--- config.mk ---
export PLATFORM = sky130hd
export DESIGN_NAME = adder_share_arbiter_flat
export DESIGN_NICKNAME = d
export VERILOG_FILES = /design/src/rtl/adder_share_arbiter_if.sv /design/src/rtl/adder_share_arbiter.sv /design/src/flat_wrapper.sv
export SDC_FILE = /design/constraint.sdc
export NUM_CORES = 1
export LEC_CHECK = 0
export ABC_CLOCK_PERIOD_IN_PS = 6300
export CORE_MARGIN = 4
export CORE_UTILIZATION = 43
export CTS_BUF_LIST = sky130_fd_sc_hd__clkbuf_8
export DETAILED_ROUTE_END_ITERATION = 10
export GPL_ROUTABILITY_DRIVEN = 1
export HOLD_SLACK_MARGIN = 0.12
export PLACE_DENSITY = 0.94
export REMOVE_ABC_BUFFERS = 1
export SLEW_MARGIN = 10
export SYNTH_ARGS = -nofsm -noshare
export SYNTH_HDL_FRONTEND = slang
export SYNTH_SLANG_ARGS = --single-unit
--- constraint.sdc ---
create_clock -name clock -period 6.3 [get_ports clock]
set_input_delay 1.89 -clock clock [delete_from_list [all_inputs] [get_ports clock]]
set_output_delay 1.89 -clock clock [all_outputs]
set_load 0.02 [all_outputs]
--- src/rtl/adder_share_arbiter_if.sv ---
// Request/response bundle for adder_share_arbiter: NUM_REQ requesters share one
// valid/ready result channel. master = clients/consumer side, slave = arbiter.
interface adder_share_arbiter_if #(
    parameter int NUM_REQ = 4,
    parameter int WIDTH   = 3
);
    localparam int ID_W = (NUM_REQ > 1) ? $clog2(NUM_REQ) : 1;

    logic [NUM_REQ-1:0]       req_valid;
    logic [NUM_REQ-1:0]       req_ready;
    logic [NUM_REQ*WIDTH-1:0] req_operand;
    logic [NUM_REQ-1:0]       req_sel;
    logic                     rsp_valid;
    logic                     rsp_ready;
    logic [WIDTH-1:0]         rsp_data;
    logic [ID_W-1:0]          rsp_id;
    logic                     busy;

    modport master (
        output req_valid, req_operand, req_sel, rsp_ready,
        input  req_ready, rsp_valid, rsp_data, rsp_id, busy
    );

    modport slave (
        input  req_valid, req_operand, req_sel, rsp_ready,
        output req_ready, rsp_valid, rsp_data, rsp_id, busy
    );
endinterface

--- src/rtl/adder_share_arbiter.sv ---
// Shares one registered "add constant" unit among NUM_REQ requesters, one op per cycle.
// Define ADD_ARB_PRIORITY_EN for fixed priority (lowest index wins) instead of round-robin.
module adder_share_arbiter #(
    parameter int NUM_REQ = 4,
    parameter int WIDTH   = 3,
    parameter int ADD_A   = 7,
    parameter int ADD_B   = 8
) (
    input  logic                 clock,
    input  logic                 reset_n,
    adder_share_arbiter_if.slave bus
);
    localparam int ID_W = (NUM_REQ > 1) ? $clog2(NUM_REQ) : 1;
    localparam logic [WIDTH-1:0] CONST_A = WIDTH'(ADD_A);
    localparam logic [WIDTH-1:0] CONST_B = WIDTH'(ADD_B);

    typedef enum logic {IDLE, FULL} state_t;

    state_t           state, state_next;
    logic             grant_valid;
    logic [ID_W-1:0]  grant_idx;
    logic             slot_free;
    logic             accept;
    logic [WIDTH-1:0] operand [NUM_REQ];
    logic [WIDTH-1:0] result;
    logic [WIDTH-1:0] rsp_data_q;
    logic [ID_W-1:0]  rsp_id_q;

    for (genvar i = 0; i < NUM_REQ; i++) begin : g_unpack
        assign operand[i] = bus.req_operand[i*WIDTH +: WIDTH];
    end

`ifdef ADD_ARB_PRIORITY_EN
    // Scan from the top down so the lowest valid index is the last writer.
    always_comb begin
        grant_valid = 1'b0;
        grant_idx   = '0;
        for (int k = NUM_REQ - 1; k >= 0; k--) begin
            if (bus.req_valid[ID_W'(k)]) begin
                grant_valid = 1'b1;
                grant_idx   = ID_W'(k);
            end
        end
    end
`else
    logic [ID_W-1:0] rr_ptr;
    logic [ID_W-1:0] idx;

    // NOTE: every always_comb output gets a default first so no latch is inferred.
    always_comb begin
        grant_valid = 1'b0;
        grant_idx   = '0;
        idx         = '0;
        for (int k = 0; k < NUM_REQ; k++) begin
            idx = ID_W'((int'(rr_ptr) + k) % NUM_REQ);
            if (!grant_valid && bus.req_valid[idx]) begin
                grant_valid = 1'b1;
                grant_idx   = idx;
            end
        end
    end

    // NOTE: reset is synchronous, so it lives inside the clocked branch, and state uses <= only.
    always_ff @(posedge clock) begin
        if (!reset_n) begin
            rr_ptr <= '0;
        end else if (accept) begin
            rr_ptr <= (grant_idx == ID_W'(NUM_REQ - 1)) ? '0 : grant_idx + 1'b1;
        end
    end
`endif

    assign slot_free = (state == IDLE) | bus.rsp_ready;
    assign accept    = reset_n & grant_valid & slot_free;
    assign result    = operand[grant_idx] + (bus.req_sel[grant_idx] ? CONST_B : CONST_A);

    always_ff @(posedge clock) begin
        if (!reset_n) begin
            state <= IDLE;
        end else begin
            state <= state_next;
        end
    end

    always_comb begin
        state_next = state;
        case (state)
            IDLE: if (accept) state_next = FULL;
            FULL: if (!accept && bus.rsp_ready) state_next = IDLE;
            default: state_next = IDLE;
        endcase
    end

    always_comb begin
        bus.req_ready = '0;
        if (accept) begin
            bus.req_ready[grant_idx] = 1'b1;
        end
        bus.rsp_valid = (state == FULL);
        bus.busy      = (state == FULL) | (|bus.req_valid);
    end

    // Result register reloads only on acceptance, so it holds steady during a stall.
    always_ff @(posedge clock) begin
        if (!reset_n) begin
            rsp_data_q <= '0;
            rsp_id_q   <= '0;
        end else if (accept) begin
            rsp_data_q <= result;
            rsp_id_q   <= grant_idx;
        end
    end

    assign bus.rsp_data = rsp_data_q;
    assign bus.rsp_id   = rsp_id_q;
endmodule
--- src/flat_wrapper.sv ---
// flat-port wrapper written by rule: the top's interface ports become plain ports
module adder_share_arbiter_flat 
#(
    parameter int NUM_REQ = 4,
    parameter int WIDTH   = 3,
    parameter int ADD_A   = 7,
    parameter int ADD_B   = 8
)
  (clock, reset_n, bus_req_valid, bus_req_operand, bus_req_sel, bus_rsp_ready, bus_req_ready, bus_rsp_valid, bus_rsp_data, bus_rsp_id, bus_busy);
  adder_share_arbiter_if #(.NUM_REQ(NUM_REQ), .WIDTH(WIDTH)) bus_i ();
  input  logic clock;
  input  logic reset_n;
  input wire logic [$bits(bus_i.req_valid)-1:0] bus_req_valid;
  input wire logic [$bits(bus_i.req_operand)-1:0] bus_req_operand;
  input wire logic [$bits(bus_i.req_sel)-1:0] bus_req_sel;
  input wire logic [$bits(bus_i.rsp_ready)-1:0] bus_rsp_ready;
  output wire logic [$bits(bus_i.req_ready)-1:0] bus_req_ready;
  output wire logic [$bits(bus_i.rsp_valid)-1:0] bus_rsp_valid;
  output wire logic [$bits(bus_i.rsp_data)-1:0] bus_rsp_data;
  output wire logic [$bits(bus_i.rsp_id)-1:0] bus_rsp_id;
  output wire logic [$bits(bus_i.busy)-1:0] bus_busy;
  assign bus_i.req_valid = bus_req_valid;
  assign bus_i.req_operand = bus_req_operand;
  assign bus_i.req_sel = bus_req_sel;
  assign bus_i.rsp_ready = bus_rsp_ready;
  assign bus_req_ready = bus_i.req_ready;
  assign bus_rsp_valid = bus_i.rsp_valid;
  assign bus_rsp_data = bus_i.rsp_data;
  assign bus_rsp_id = bus_i.rsp_id;
  assign bus_busy = bus_i.busy;
  adder_share_arbiter #(.NUM_REQ(NUM_REQ), .WIDTH(WIDTH), .ADD_A(ADD_A), .ADD_B(ADD_B)) u_core (.clock(clock), .reset_n(reset_n), .bus(bus_i));
endmodule
==> impl_metrics.json, run 1 <==
{
  "status": "completed",
  "rsz0062_at_grt": "false",
  "fin_cells": 125,
  "ff2ff_path_depth": 11,
  "grt_pass1_vias": 626,
  "gp_congestion": 0.779,
  "io_buffer_count": 33,
  "ys_top_cells_by_area": "dfxtp_1 (25%), mux2i_1 (11%), ha_1 (9.6%), nand3_1 (6.1%), nand2_1 (5.7%)",
  "holdCritPathClass": "flop to flop",
  "synth_most_common_cell": "nand2_1",
  "grtUsageMet2": 0.347,
  "cts_buffer_depth": 2,
  "htreeDepth": 1,
  "final_antenna_net_count": 0,
  "drcViolationCount": 0,
  "cp-startpoint": "bus_req_valid[0]",
  "routed_wl_um": 1650,
  "critPathMaxFanout": 8,
  "wl_per_cell_um": 13.2,
  "worst-endpoint-arrival_ns": 4.06,
  "hp-start": "u_core.bus.rsp_data[0]",
  "hpwl_um": 1320,
  "vias": 654,
  "timing.setup.tns_ns": 0,
  "setup_viol_count_final": 0,
  "num-nets-final": 141,
  "cp-endpoint": "bus_req_ready[1]",
  "initial_core_util": 0.478,
  "worstMarginPinSlew_ns": 0.366,
  "synth.largest_area_cell": "dfxtp_1",
  "ir_drop_mv": 0.203,
  "dp_cells": 122,
  "relSlewSlack": 0.754,
  "fin_area_mm2": 0.00102,
  "synth_top_area_frac": 0.245,
  "met1_usage": 0.177,
  "grt_overflow": 0,
  "synth.avg_cell_area_um2": 8.48,
  "period_share": 0.945,
  "die_w_um": 47.0,
  "drt_iter0_markers": 5,
  "cp_data_required_time_ns": 4.41,
  "cts.clk_slew.worst_paths_ns": 0.04,
  "antennaDiodeCount": 0,
  "antenna_found_initial": 0,
  "yosysWarningCount": 0,
  "viasPerCell": 5.23,
  "max_freq_mhz": 168,
  "boundaryPins": 34,
  "cts_tree": "built",
  "syn_area_um2": 653,
  "layout_setup_ws_ns": 0.347,
  "dpl-instance-area_um2": 977,
  "worst_r2r_endpoint": "u_core.bus.rsp_data[2]",
  "utilization": 0.745,
  "clk_latency_ns": 0.22,
  "period_minus_slack_ns": 5.95,
  "drtPass1Iterations": 4,
  "hold_buffers": 0,
  "synth_edf_count": 0,
  "crit_path_end_kind": "output port",
  "cts_buffers": 3,
  "r2r-start": "u_core.rr_ptr[0]",
  "cts_resized": 0,
  "skew_ns": 0.000107,
  "synth_flop_cell": "dfxtp_1",
  "drv_cap": 0,
  "met3_usage": 0.0536,
  "rrSetupSlack_ns": 3.63,
  "dp_slack_ns": 0.344,
  "root_buffer": "clkbuf_8",
  "synthTopCellsByCount": "nand2_1 (10), dfxtp_1 (8), nand3_1 (8)",
  "cts_sinks": 8,
  "grt_max_degree": 11,
  "power_density_mw_per_mm2": 278,
  "die_h_um": 47.0,
  "area_growth_pct": 55.9,
  "slew_viol_final": 0,
  "num_rows": 13,
  "synth_seq_area_share": 0.245,
  "ys_ff_latch": 8,
  "top_usage_layer": "met2",
  "cts_setup_buffers": 0,
  "netlist_instances": 77,
  "crit_type": "primary input to output port",
  "p_leak_nw": 0.454,
  "ys_async_sr_fraction": 0,
  "hold_viol": 0,
  "grt_pass1_wl_um": 2660,
  "fp.coreArea_mm2": 0.00137,
  "ys_types": 29,
  "grt_usage": 0.173,
  "critPathLaunchType": "primary input",
  "die_area_mm2": 0.00221,
  "drive_gt1_frac": 0.0727
}
-- metal layers --
metal / up-vias / wire [um]
met5: - / 0
met4: 0 / 0
met3: 0 / 129
met2: 26 / 849
met1: 297 / 669
li1: 331 / -
-- cells in the final DEF, fill, tap and decap left out --
cell	count
ha_1	5
nor4_1	1
o221ai_1	1
nand2_1	10
clkdlybuf4s50_1	33
o21ai_1	1
inv_1	4
clkbuf_8	3
and2_1	4
nor2_1	2
fa_1	1
a211o_1	1
a21oi_1	3
o22a_2	1
clkinv_1	1
a21boi_0	2
a21o_1	1
a211oi_1	2
and2_2	2
nor2b_1	1
buf_4	1
nand3_1	8
o21ai_0	2
and3_1	1
mux2_4	1
dfxtp_1	8
xnor3_1	1
mux2i_1	7
nand2b_1	2
-- critical path, cell delays in order --
cell and delay (ns):
clkdlybuf4s50_1 0.51, nor2b_1 0.20, a211o_1 0.13, a21o_1 0.13, clkinv_1 0.23, ha_1 0.29, and2_1 0.14, clkdlybuf4s50_1 0.53
-- where the power goes --
part | switching (W) | internal [W] | total (W) | leakage (nW)
Combinational | 0.0000694 | 0.0000801 | 0.000150 | 0.366
Clock | 0.0000174 | 0.0000412 | 0.0000585 | 0.0216
Sequential | 0.0000101 | 0.0000651 | 0.0000752 | 0.0665
-- area by class of cell --
type / count / area (um2)
inverters: 5 / 18.8
multi-input cells: 60 / 442
fillers: 116 / 348
flip-flops and latches: 8 / 160
repair buffers: 34 / 338
well taps: 15 / 18.8
clock buffers: 3 / 41.3
-- how the worst min path moves through the flow --
stage                             endpoint  slack [ns]  depth (start not counted)
finish              u_core.bus.rsp_data[0]        0.46                          2
global route        u_core.bus.rsp_data[0]        0.47                          2
CTS                 u_core.bus.rsp_data[0]        0.46                          2
detailed placement  u_core.bus.rsp_data[0]        0.45                          2
global placement    u_core.bus.rsp_data[2]        0.45                          2
floorplan                 u_core.rr_ptr[1]        0.47                          2
-- cell families (layout without fill, tap and decap cells) --
family	Yosys count	after routing	synth area share
xor+xnor	1	1	0.0345
compound gates	14	14	0.146
mux	8	8	0.130
flops	8	8	0.245
fa+ha+maj	6	6	0.126
buf+inv	9	42	0.0785
simple gates	31	31	0.239
-- sequential cells by signal, summed over array words and instances, names as in the netlist --
signal,count
u_core.bus.rsp_data,3
u_core.bus.rsp_id,2
u_core.bus.rsp_valid,1
u_core.rr_ptr,2
-- metrics by stage --
step,power [W],hold WS (ns)
CTS,0.000286,0.462
floorplan,0.000166,0.472
finish,0.000283,0.465
global placement,0.000221,0.451
detailed placement,0.000225,0.453
global route,0.000305,0.469
(Power assumes the default switching activity.)
==> run 2, diff against run 1 <==
CORE_MARGIN = 1   (was 4)
SLEW_MARGIN = 20   (was 10)
==> impl_metrics.json, run 2 (same netlist as run 1, synthesis figures left out) <==
{
  "status": "completed",
  "die_area_mm2": 0.00168,
  "clk_latency_ns": 0.23,
  "initial_core_util": 0.484,
  "rrSetupSlack_ns": 3.66,
  "drtPass1Iterations": 3,
  "die_h_um": 41.0,
  "max_freq_mhz": 169,
  "largest_reg_flops": 3,
  "cp.buffers_inverters": 3,
  "root_buffer": "clkbuf_8",
  "cts_buffers": 3,
  "cpMostUsedCell": "clkdlybuf4s50_1",
  "num_rows": 13,
  "dp_cells": 122,
  "grt_pass1_wl_um": 2330,
  "vias": 645,
  "slew_viol_final": 0,
  "drcViolationCount": 0,
  "period_share": 0.940,
  "num-nets-final": 141,
  "grt_max_degree": 11,
  "hold_viol": 0,
  "setup_viol_count_final": 0,
  "period_minus_slack_ns": 5.92,
  "power_density_mw_per_mm2": 282,
  "final_antenna_net_count": 0,
  "die_w_um": 41.0,
  "critPathTopFamily": "buffers and inverters",
  "fin_area_mm2": 0.00102,
  "worstMarginPinSlew_ns": 0.354,
  "holdCritPathClass": "flop to flop",
  "timing.setup.tns_ns": 0,
  "gp_congestion": 0.680,
  "grt_pass1_vias": 592,
  "p_leak_nw": 0.454,
  "drv_cap": 0,
  "critPathLaunchType": "primary input",
  "fp.coreArea_mm2": 0.00135,
  "grt_usage": 0.227,
  "grt_overflow": 0,
  "drive_gt1_frac": 0.0727,
  "htreeDepth": 1,
  "slowest_delay_ns": 0.60,
  "p_total_w": 0.000288,
  "cp_data_required_time_ns": 4.41,
  "io_buffer_count": 33,
  "hold_buffers": 0,
  "final_common_cell": "clkdlybuf4s50_1",
  "area_growth_pct": 55.9,
  "fin_cells": 125,
  "worst-endpoint-arrival_ns": 4.03,
  "fill_cells": 108,
  "hpwl_um": 1170,
  "wl_per_cell_um": 12.0,
  "slowest_stage": "clkdlybuf4s50_1",
  "cts_resized": 0,
  "utilization": 0.754,
  "crit_chain": "clkdlybuf4s50_1 > nor2b_1 > a211o_1 > a21o_1 > clkinv_1 > ha_1 > and2_1 > clkdlybuf4s50_1",
  "dpl-instance-area_um2": 977,
  "cts_tree": "built",
  "relSlewSlack": 0.763,
  "skew_ns": 0.00323,
  "drt_iter0_markers": 2,
  "critPathMaxFanout": 8,
  "crit_type": "primary input to output port",
  "cts.clk_slew.worst_paths_ns": 0.04,
  "rsz0062_at_grt": "false",
  "cts_buffer_depth": 2,
  "antenna_found_initial": 0,
  "boundaryPins": 34,
  "crit_path_end_kind": "output port",
  "ir_drop_mv": 0.176,
  "layout_common_cells": "clkdlybuf4s50_1 (33), nand2_1 (10), nand3_1 (8), dfxtp_1 (8), mux2i_1 (7)",
  "routed_wl_um": 1500,
  "cts_setup_buffers": 0,
  "antennaDiodeCount": 0,
  "cts_sinks": 8,
  "viasPerCell": 5.16
}
[run 2: worst paths after layout]
path | from | endpoint | depth (start not counted)
worst max-delay path | bus_req_valid[0] | bus_req_ready[1] | 8
worst min-delay path | u_core.bus.rsp_data[1] | u_core.bus.rsp_data[1] | 2
worst max register to register | u_core.rr_ptr[0] | u_core.bus.rsp_data[2] | 11
worst min register to register | u_core.bus.rsp_data[1] | u_core.bus.rsp_data[1] | 2
[run 2: worst register-to-register path: stages, from the launching register on]
cell	delay [ns]
dfxtp_1	0.36
nor2b_1	0.08
a211o_1	0.26
a21o_1	0.19
buf_4	0.17
and2_2	0.19
a211oi_1	0.22
a21oi_1	0.07
ha_1	0.20
fa_1	0.35
xnor3_1	0.37
o21ai_1	0.06
[run 2: report_power, final]
group	internal, W	switching (W)	total, W
clock	0.0000415	0.0000214	0.0000629
sequential	0.0000651	0.00000980	0.0000749
combinational	0.0000806	0.0000692	0.000150
total	0.000187	0.000100	0.000288
[run 2: stage by stage]
stage	hold slack (ns)	worst slack, ns
finish	0.458	0.379
global route	0.484	0.236
CTS	0.464	0.370
detailed placement	0.456	0.395
global placement	0.447	0.446
floorplan	0.472	1.30
[run 2: layout make-up]
cell class	count	area, um2	share of cell area
multi-input combinational	60	442	0.434
timing repair buffer	34	338	0.332
sequential	8	160	0.157
clock buffer	3	41.3	0.0405
inverter	5	18.8	0.0184
tap	15	18.8	0.0184
[run 2: per-layer routing]
layer	part of all wire	vias to the layer above	global-route usage
met4	0.019	0	0.100
li1	-	332	-
met2	0.48	24	0.398
met1	0.43	285	0.225
met5	0	-	0
met3	0.064	4	0.103
==> run 3, diff against run 2 <==
ABC_CLOCK_PERIOD_IN_PS = 7600   (was 6300)
PLACE_DENSITY = not set   (was 0.94)
PLACE_DENSITY_LB_ADDON = 0.08   (was not set)
clock period = 7.6 ns   (was 6.3 ns; I/O delays follow)
==> impl_metrics.json, run 3 (same netlist as run 1, synthesis figures left out) <==
{
  "layout_common_cells": "clkdlybuf4s50_1 (33), nand2_1 (10), nand3_1 (8), dfxtp_1 (8), mux2i_1 (7)",
  "drt_iter0_markers": 6,
  "slowest_delay_ns": 0.53,
  "grtUsageMet2": 0.316,
  "worst-endpoint-arrival_ns": 4.72,
  "num-nets-final": 140,
  "hpwl_um": 1110,
  "critPathLaunchType": "primary input",
  "dp_slack_ns": 0.609,
  "grt_overflow": 0,
  "met1_usage": 0.239,
  "top_usage_layer": "met2",
  "slew_viol_final": 0,
  "cts.clk_slew.worst_paths_ns": 0.04,
  "grt_pass1_wl_um": 2130,
  "die_w_um": 41.0,
  "final_common_cell": "clkdlybuf4s50_1",
  "cts_sinks": 8,
  "timing.setup.tns_ns": 0,
  "holdWs_ns": 0.460,
  "cts_buffer_depth": 2,
  "clk_latency_ns": 0.23,
  "slowest_stage": "clkdlybuf4s50_1",
  "rsz0062_at_grt": "false",
  "drv_cap": 0,
  "antennaDiodeCount": 0,
  "relSlewSlack": 0.752,
  "drcViolationCount": 0,
  "crit_path_end_kind": "output port",
  "boundaryPins": 34,
  "cp_data_required_time_ns": 5.32,
  "cts_resized": 0,
  "layout_setup_ws_ns": 0.597,
  "grt_pass1_vias": 526,
  "fp.coreArea_mm2": 0.00135,
  "power_density_mw_per_mm2": 230,
  "largest_reg_flops": 3,
  "die_h_um": 41.0,
  "holdCritPathClass": "flop to flop",
  "dpl-instance-area_um2": 970,
  "antenna_found_initial": 0,
  "io_buffer_count": 33,
  "fin_area_mm2": 0.00101,
  "drtPass1Iterations": 4,
  "cts_tree": "built",
  "routed_wl_um": 1430,
  "num_rows": 13,
  "setup_viol_count_final": 0,
  "grt_usage": 0.193,
  "crit_type": "primary input to output port",
  "viasPerCell": 5.22,
  "max_freq_mhz": 143,
  "hold_buffers": 0,
  "cpMostUsedCell": "clkdlybuf4s50_1",
  "fill_cells": 105,
  "root_buffer": "clkbuf_8",
  "vias": 647,
  "htreeDepth": 1,
  "area_growth_pct": 54.8,
  "gp_congestion": 0.694,
  "cts_setup_buffers": 0,
  "skew_ns": 0.00226,
  "hold_viol": 0,
  "die_area_mm2": 0.00168,
  "period_minus_slack_ns": 7.00,
  "initial_core_util": 0.484,
  "wl_per_cell_um": 11.5,
  "met3_usage": 0.0489,
  "worstMarginPinSlew_ns": 0.368,
  "ir_drop_mv": 0.169,
  "period_share": 0.921,
  "crit_chain": "clkdlybuf4s50_1 > nor2b_1 > a211o_1 > a21o_1 > clkinv_1 > ha_1 > and2_1 > clkdlybuf4s50_1",
  "status": "completed",
  "drive_gt1_frac": 0.0642,
  "final_antenna_net_count": 0,
  "p_leak_nw": 0.449,
  "critPathMaxFanout": 9,
  "cts_buffers": 3,
  "grt_max_degree": 11
}
## run 3: final timing paths
check        cells after the start  slack [ns]                endpoint                    from
max                              8        0.60        bus_req_ready[1]        bus_req_valid[0]
min                              2        0.46  u_core.bus.rsp_data[2]  u_core.bus.rsp_data[2]
max reg2reg                     10        4.82  u_core.bus.rsp_data[2]        u_core.rr_ptr[0]
min reg2reg                      2        0.46  u_core.bus.rsp_data[2]  u_core.bus.rsp_data[2]
## run 3: area by class of cell
type / count / area [um2] / share of cell area
Clock buffer: 3 / 41.3 / 0.0408
Sequential cell: 8 / 160 / 0.158
Inverter: 5 / 18.8 / 0.0186
Tap cell: 15 / 18.8 / 0.0186
Timing Repair Buffer: 33 / 330 / 0.327
Multi-Input combinational cell: 60 / 442 / 0.437
## run 3: power by group
part | internal [W] | leakage [nW] | switching (W)
combinational | 0.0000643 | 0.361 | 0.0000549
sequential | 0.0000540 | 0.0665 | 0.00000813
clock | 0.0000343 | 0.0216 | 0.0000166
## run 3: per-layer routing
metal,part of all wire,wire length (um)
met1,0.46,659
met2,0.49,692
met4,0.0042,6
met5,0,0
met3,0.048,68
## run 3: stage by stage
stage / utilization / total power, W / instances
after floorplan: - / 0.000137 / 73
after global routing: 0.749 / 0.000251 / 124
after global placement: 0.718 / 0.000180 / 121
after CTS: 0.749 / 0.000235 / 124
after detailed placement: 0.718 / 0.000183 / 121
final: 0.749 / 0.000232 / 124
## run 3: worst max-delay path, delay by kind of cell
| family | cells | cell delay, ns |
|---|---|---|
| simple gates | 2 | 0.31 |
| buf+inv | 3 | 1.39 |
| compound gates | 2 | 0.46 |
| fa+ha+maj | 1 | 0.29 |
